### config.mk
export PLATFORM = sky130hd
export DESIGN_NAME = mac_filter
export DESIGN_NICKNAME = d
export VERILOG_FILES = /design/src/rtl/mac_filter.sv
export SDC_FILE = /design/constraint.sdc
export NUM_CORES = 1
export LEC_CHECK = 0
export BUFFER_PORTS_ARGS = -buffer_cell sky130_fd_sc_hd__buf_2
export CORE_AREA = 2 2 92 94
export DETAILED_ROUTE_END_ITERATION = 7
export DIE_AREA = 0 0 94 96
export SYNTH_ARGS = -nofsm -noshare
export SYNTH_HDL_FRONTEND = slang
export SYNTH_SLANG_ARGS = --single-unit
export TNS_END_PERCENT = 30
### constraint.sdc
create_clock -name clk -period 3.8 [get_ports clk]
set_clock_uncertainty 0.05 [all_clocks]
set_input_delay 0.76 -clock clk [delete_from_list [all_inputs] [get_ports clk]]
set_output_delay 0.76 -clock clk [all_outputs]
set_load 0.02 [all_outputs]
### src/rtl/mac_filter.sv
// Receive MAC filter: matches dest MAC / ethertype, strips the header
// and forwards payload+FCS one cycle late, counting accepts and drops.
module mac_filter #(
  parameter int          DW        = 2,
  parameter logic [47:0] ME        = 48'h69695A065491,
  parameter logic [47:0] ALT_MAC   = 48'h000000000000,
  parameter bit          ACCEPT_MC = 1'b0,
  parameter bit          ETYPE_EN  = 1'b0,
  parameter logic [15:0] ETYPE     = 16'h88B5,
  parameter int          CNT_W     = 16
) (
  input  logic          clk,
  input  logic          rst_n,
  input  logic          promisc,
  input  logic          axiiv,
  input  logic [DW-1:0] axiid,
  output logic          axiov,
  output logic [DW-1:0] axiod,
  output logic          accept_p,
  output logic          drop_p,
  output logic [15:0]   accept_cnt,
  output logic [15:0]   drop_cnt
);

  localparam int DB      = 48 / DW;
  localparam int SB      = 2 * DB;
  localparam int HB      = 112 / DW;
  localparam int MC_BEAT = 7 / DW;
  localparam int MC_BIT  = DW * (MC_BEAT + 1) - 8;
  localparam bit ALT_EN  = (ALT_MAC != 48'd0);

  typedef enum logic [2:0] {
    SKIP, IDLE, DEST, SRC, ETYP, PASS, DROP
  } state_t;

  state_t st, st_n;

  logic [7:0] b, b_n;
  logic me_f, alt_f, bc_f, mc_f, et_f, pr_f;
  logic me_n, alt_n, bc_n, mc_n, et_n, pr_n;
  logic acc_n, drp_n, ov_n;
  logic [DW-1:0] od_n;
  logic [CNT_W-1:0] acc_q, drp_q;

  function automatic logic [DW-1:0] seg48(
    input logic [47:0] v,
    input int          k
  );
    logic [47:0] s;
    if (k < 0 || k >= DB) return '0;
    s = v >> (48 - DW * (k + 1));
    return s[DW-1:0];
  endfunction

  function automatic logic [DW-1:0] seg16(
    input logic [15:0] v,
    input int          k
  );
    logic [15:0] s;
    if (k < 0 || k >= 16 / DW) return '0;
    s = v >> (16 - DW * (k + 1));
    return s[DW-1:0];
  endfunction

  // b is held at 0 in IDLE, so the first beat uses segment 0
  logic first;
  logic me_now, alt_now, bc_now, mc_now;
  logic et_now, dest_ok;

  assign first   = (st == IDLE);
  assign me_now  = (first | me_f)
                 & (axiid == seg48(ME, int'(b)));
  assign alt_now = (first | alt_f)
                 & (axiid == seg48(ALT_MAC, int'(b)));
  assign bc_now  = (first | bc_f) & (&axiid);
  assign mc_now  = (int'(b) == MC_BEAT)
                 ? axiid[MC_BIT]
                 : (mc_f & ~first);
  assign et_now  = ((int'(b) == SB) | et_f)
                 & (axiid == seg16(ETYPE, int'(b) - SB));
  assign dest_ok = me_now | (ALT_EN & alt_now)
                 | bc_now | (ACCEPT_MC & mc_now)
                 | pr_f;

  always_comb begin
    st_n  = st;
    b_n   = b;
    me_n  = me_f;
    alt_n = alt_f;
    bc_n  = bc_f;
    mc_n  = mc_f;
    et_n  = et_f;
    pr_n  = pr_f;
    acc_n = 1'b0;
    drp_n = 1'b0;
    ov_n  = 1'b0;
    od_n  = '0;
    unique case (st)
      SKIP: begin
        if (!axiiv) st_n = IDLE;
      end
      IDLE: begin
        if (axiiv) begin
          st_n  = DEST;
          b_n   = 8'd1;
          pr_n  = promisc;
          me_n  = me_now;
          alt_n = alt_now;
          bc_n  = bc_now;
          mc_n  = mc_now;
        end
      end
      DEST: begin
        if (!axiiv) begin
          st_n  = IDLE;
          b_n   = '0;
          drp_n = 1'b1;
        end else begin
          b_n   = b + 8'd1;
          me_n  = me_now;
          alt_n = alt_now;
          bc_n  = bc_now;
          mc_n  = mc_now;
          if (int'(b) == DB - 1) begin
            st_n  = dest_ok ? SRC : DROP;
            drp_n = ~dest_ok;
          end
        end
      end
      SRC: begin
        if (!axiiv) begin
          st_n  = IDLE;
          b_n   = '0;
          drp_n = 1'b1;
        end else begin
          b_n = b + 8'd1;
          if (int'(b) == SB - 1) st_n = ETYP;
        end
      end
      ETYP: begin
        if (!axiiv) begin
          st_n  = IDLE;
          b_n   = '0;
          drp_n = 1'b1;
        end else begin
          b_n  = b + 8'd1;
          et_n = et_now;
          if (int'(b) == HB - 1) begin
            if (!ETYPE_EN || et_now) begin
              st_n  = PASS;
              acc_n = 1'b1;
            end else begin
              st_n  = DROP;
              drp_n = 1'b1;
            end
          end
        end
      end
      PASS: begin
        if (axiiv) begin
          ov_n = 1'b1;
          od_n = axiid;
        end else begin
          st_n = IDLE;
          b_n  = '0;
        end
      end
      DROP: begin
        if (!axiiv) begin
          st_n = IDLE;
          b_n  = '0;
        end
      end
      default: st_n = SKIP;
    endcase
  end

  always_ff @(posedge clk or negedge rst_n) begin
    if (!rst_n) begin
      st       <= SKIP;
      b        <= '0;
      me_f     <= 1'b0;
      alt_f    <= 1'b0;
      bc_f     <= 1'b0;
      mc_f     <= 1'b0;
      et_f     <= 1'b0;
      pr_f     <= 1'b0;
      axiov    <= 1'b0;
      axiod    <= '0;
      accept_p <= 1'b0;
      drop_p   <= 1'b0;
      acc_q    <= '0;
      drp_q    <= '0;
    end else begin
      st       <= st_n;
      b        <= b_n;
      me_f     <= me_n;
      alt_f    <= alt_n;
      bc_f     <= bc_n;
      mc_f     <= mc_n;
      et_f     <= et_n;
      pr_f     <= pr_n;
      axiov    <= ov_n;
      axiod    <= od_n;
      accept_p <= acc_n;
      drop_p   <= drp_n;
      if (acc_n && acc_q != {CNT_W{1'b1}})
        acc_q <= acc_q + 1'b1;
      if (drp_n && drp_q != {CNT_W{1'b1}})
        drp_q <= drp_q + 1'b1;
    end
  end

  assign accept_cnt = 16'(acc_q);
  assign drop_cnt   = 16'(drp_q);

endmodule

* Word-level counts from Yosys, hierarchy flattened *
Index checks and enable logic that the tools add are counted.

operators by class
  add/sub/neg operators = 5
  $lt $le $gt $ge = 1
  equality and inequality tests = 18
  shift operators = 1
  mux-type cells = 28
  bitwise logic cells = 7
  reductions and logical operators = 14

operators with widths
  cell                                                 number
  >> shifter 47 x 32 -> 2 bit, first input constant    1
  adder 16 x 1 -> 16 bit, second input constant        2
  != test 16 bit, second input constant                2
  2-to-1 mux 3 bit                                     9
  2-to-1 mux 8 bit                                     3
  one-hot mux 8 bit (3 select lines)                   1
  equality test 8 x 7 -> 1 bit, second input constant  2
  one-hot mux 3 bit (5 select lines)                   1
  subtractor 6 x 10 -> 11 bit, first input constant    1
  adder 8 x 1 -> 9 bit, second input constant          1
  equality test 3 bit, second input constant           3
  2-to-1 mux 1 bit                                     9
  != test 3 bit, second input constant                 3
  adder 8 x 1 -> 8 bit, second input constant          1
  equality test 8 x 6 -> 1 bit, second input constant  1
  >= comparator 8 x 5 -> 1 bit, second input constant  1
  2-to-1 mux 2 bit                                     4
  equality test 3 x 2 -> 1 bit, second input constant  2
  AND reduction 2 bit                                  3
  OR reduction 2 bit                                   3
  OR reduction 3 bit                                   2
  AND reduction 5 bit                                  1
  != test 2 bit, second input constant                 2
  OR 1 bit                                             4
  10 further kinds                                     12

word-level totals
  bits in registers = 51
  input bits = 6
  output and inout bits = 37
  logic and storage cells = 85

* Logic depth before layout (Yosys ltp) *
  word-level depth = 13
  depth in mapped cells = 15
  mapped depth without buffers = 12

* Worst setup path after synthesis *
No wires, ideal clock.

  path kind = register -> register
  start = register b[1]
  end = register drp_q[14] (netlist: drop_cnt[14])
  setup time = 0.128 ns
  arrival time = 2.914 ns
  data required time = 3.622 ns
  path slack = 0.708 ns
  stages on the path, launching flop included = 13
  period minus slack after synthesis = 3.092 ns
  cells stage by stage = dfrtp_1 > ha_1 > buf_2 > nand2_1 > mux2_2 > a21o_1 > a221o_1 > nor2b_1 > o211ai_1 > o211ai_2 > and2_1 > nor4b_2 > mux2_1

between the ends
  longest elaborated chain between the ends = 13
  elaborated cells between the ends (all ways) = 16
  classes of those cells = add/sub: 2; order compare: 1; eq/ne: 2; shift: 1; mux: 5; bitwise: 4; reduce/logical: 1

RTL lines
  element                                 RTL line  text
  start: declaration                      38        logic [7:0] b, b_n;
  start signal: assignment                196       b <= b_n;
  adder 8 x 1 -> 9 bit                    -
  subtractor 6 x 10 -> 11 bit             -
  >> shifter 47 x 32 -> 2 bit             51        s = v >> (48 - DW * (k + 1));
  2-to-1 mux 2 bit                        51
  equality test 2 bit                     72        & (axiid == seg48(ME, int'(b)));
  bitwise AND 1 bit                       72
  OR 1 bit                                82        | bc_now | (ACCEPT_MC & mc_now)
  OR 1 bit                                83        | pr_f;
  NOT 1 bit                               126       drp_n = ~dest_ok;
  2-to-1 mux 1 bit (*)                    124       if (int'(b) == DB - 1) begin
  2-to-1 mux 1 bit (*)                    114       if (!axiiv) begin
  one-hot mux 1 bit (2 select lines) (*)  98        unique case (st)
  logical AND 1 bit (*)                   209       if (drp_n && drp_q != {CNT_W{1'b1}})
  end signal: assignment                  210       drp_q <= drp_q + 1'b1;
  end: declaration                        43        logic [CNT_W-1:0] acc_q, drp_q;

Every way passes the cells marked *; elsewhere a longest branch is shown, timed or not.
A chain may end at the register's enable or synchronous reset.

* Worst setup path after layout *
  start = register b[0]
  end = register drp_q[12] (netlist: drop_cnt[12])

The elaborated chain is that of the path after synthesis.

==> flow_summary.toml <==
[status]
status = "finished, final reports clean"

[pwr]
leakage_nw = 1.50
clkPwrFrac_pct = 16.1
peakVddDrop_mv = 0.276
pwr-share-comb_pct = 46.6
p_int_mw = 1.16
p_per_area_mw_per_mm2 = 600
seqPwrFrac_pct = 37.3
switching_share_pct = 44.8
p_switching_mw = 0.946

[setup_path]
r2r_start = "b[0]"
crit_required_ns = 3.96
worstPathCellList = "ha_1, and4b_1, a31o_1, a211oi_2, xnor2_1, mux2_4, a21boi_2, o211ai_2, and2_1, nor4b_2, mux2_1"
crit_slowest_cell = "dfrtp_1"
critical_path_arrival_ns = 3.65
cp_max_fo = 10
slowest_delay_ns = 0.52
startpoint = "b[0]"
cp-end-kind = "register"
r2r_cells = 11
r2r-end = "drop_cnt[12]"
rrSetupSlack_ns = 0.31
start_kind = "register"
critPathKind = "reg -> reg"

[grt]
track_usage_pct = 16.2
grt_pass1_vias = 2464
grt_max_degree = 40
grt_pass1_wl_microns = 11700
grt-ovfl-total = 0
antenna_found_initial = 0

[die]
coreArea_sq_mm = 0.00805
rows = 33
initial_core_util_pct = 38.8
ioPinCount = 43
die_area_sq_mm = 0.00902
die_w_microns = 94
dieHeight_microns = 96

[drt]
wl_per_cell_microns = 14.3
viasPerCell = 5.37
drc = 0
ant_nets = 0
drtIter0Drc = 126
wl_microns = 6960
dr.pass1.iters = 4
vias = 2606

[cells_and_area]
fillers = 801
drive_gt1_share_pct = 19.2
fin_nets = 390
seqCellArea_sq_mm = 0.00128
syn_to_final_growth_pct = 12.4
final_cell_count_no_fill = 485
multi_input_area_sq_mm = 0.00172
num_antenna_cells = 0

[place]
hpwl_microns = 5020
gp_congestion = 0.849
port_buffers = 42
place_inst = 477

[synthesis]
synth.avg_cell_area_sq_um = 9.09
synthFlopType = "dfrtp_1"
syn_inst = 344
synth_enable_flop_cells = 0
synthArstFlopShare_pct = 100
synth_area_leader_cell = "dfrtp_1"
yosysWarnings = 0
yosysSeqAreaShare_pct = 40.8
syn_nets = 355
synth.top_cell.area_share_pct = 40.8
synth.distinct_cells = 55
syn_area_sq_mm = 0.00313
yosys-top-cells-area = "dfrtp_1 (41%), xnor2_1 (5.6%), xor2_1 (5.0%)"
yosys_register_bits = 51

[timing]
tns_ns = 0
finalCritPeriodShare_pct = 92.0
max_freq_mhz = 286
post-route-min-period_ns = 3.49
rsz0062_at_grt = "no"
slew_violations = 0
setup_viol = 0
hold_violations = 0
worst_pin_slew_ns = 0.883
relSlewSlack_pct = 41.1

[min_path]
min_path_cells = 1
hold-path-endpoint = "drop_cnt[6]"
min_path_type = "reg -> reg"
worstHoldStart = "drop_cnt[6]"

[cts]
cts_buffers = 5
cts.hold.buffers_added = 0
root_buffer = "clkbuf_8"
cts.sinks = 51
cts_tree = "built"
clk_pin_slew_worst_paths_ns = 0.10
htreeDepth = 2
clock_latency_ns = 0.32
clk_path_buf_depth = 2
cts_resized = 0
post_cts_buffers = 0

[job]
drv_cap = 0
metal layers:
| metal | GRT usage (%) | wire length, microns |
|---|---|---|
| met5 | 0 | 0 |
| met4 | 5.92 | 115 |
| met3 | 2.90 | 343 |
| met2 | 26.1 | 3220 |
| met1 | 21.8 | 3270 |
synth_stat cells (8+ instances only):
library cell and count:
a21oi_1 13, clkbuf_1 14, dfrtp_1 51, inv_1 9
nand2_1 37, nand2b_1 8, nand3_1 20, nand4_1 8
nor2_1 28, nor3_1 10, o21ai_0 18, xnor2_1 20
xor2_1 18
cell families (layout without fill, tap and decap cells):
group,after synthesis,after routing,synth area share [%]
multiplexers,7,7,2.64
AND/OR/NAND/NOR,142,142,23.7
adder cells (fa/ha/maj),5,5,2.00
buffers and inverters,29,65,4.08
flip-flops,51,51,40.8
AO/OA/AOI/OAI,72,72,16.1
XOR/XNOR,38,38,10.6
metrics by stage:
step	utilization, %	setup slack [ns]	power (mW)	hold slack [ns]	area [sq um]
after detailed placement	42.5	0.322	1.78	0.432	3420
after CTS	43.6	0.298	2.13	0.448	3510
after floorplan	-	0.708	1.54	0.399	3130
after global routing	43.6	0.0413	2.28	0.469	3510
after global placement	42.5	0.411	1.77	0.423	3420
final	43.6	0.306	2.11	0.441	3510
state kept, by name (all words and copies together) (netlist names):
name and cells:
st 3, accept_cnt 16, drop_p 1, pr_f 1, axiod 2, bc_f 1, accept_p 1, b 8
me_f 1, drop_cnt 16, axiov 1
cell usage in the layout (no fill, tap or decap), types with 3 or more instances in the layout:
cell / count
nand2_1: 37
dfrtp_1: 51
nor2b_1: 5
mux2_2: 3
o31ai_1: 5
a21oi_1: 13
nand3_1: 20
clkbuf_8: 5
nor4_1: 3
buf_4: 6
nor2_1: 28
inv_1: 9
ha_1: 5
a21o_1: 3
xnor2_1: 20
mux2_1: 3
a32o_1: 3
a221o_1: 4
o21ai_0: 18
and3_1: 3
buf_2: 42
nand2b_1: 8
nor3_1: 10
nor3_2: 5
a31oi_1: 3
nand4_1: 8
and2_1: 5
xor2_1: 18
worst max-delay path by stage:
stage                         endpoint  cells after the start
final                     drop_cnt[12]                     11
after global routing      drop_cnt[14]                     12
after CTS                 drop_cnt[12]                     11
after detailed placement  drop_cnt[12]                     11
after global placement    drop_cnt[12]                     11
after floorplan           drop_cnt[14]                     12
area by class of cell:
cell class              instances  area share (%)
repair buffers                 48            7.26
multi-input cells             264            49.0
clock inverters                 3           0.748
flip-flops and latches         51            36.3
clock buffers                   5            1.96
inverters                       9           0.962
well taps                     105            3.74
power groups by stage:
stage	Sequential (mW)	Clock, mW	Combinational [mW]
final	0.787	0.339	0.983
after global routing	0.810	0.377	1.09
after CTS	0.786	0.356	0.987
after detailed placement	0.795	0	0.985
after global placement	0.794	0	0.974
after floorplan	0.805	0	0.736
critical path: cells and delay by family, from the launching register on:
family / cells / cell delay, ns
DFF: 1 / 0.52
and+or+nand+nor: 3 / 0.78
AOI/OAI and AO/OA: 4 / 0.69
adders and majority gates: 1 / 0.41
muxes: 2 / 0.68
xor gates and xnor gates: 1 / 0.24
No activity file was read; power rests on OpenSTA's default activity.
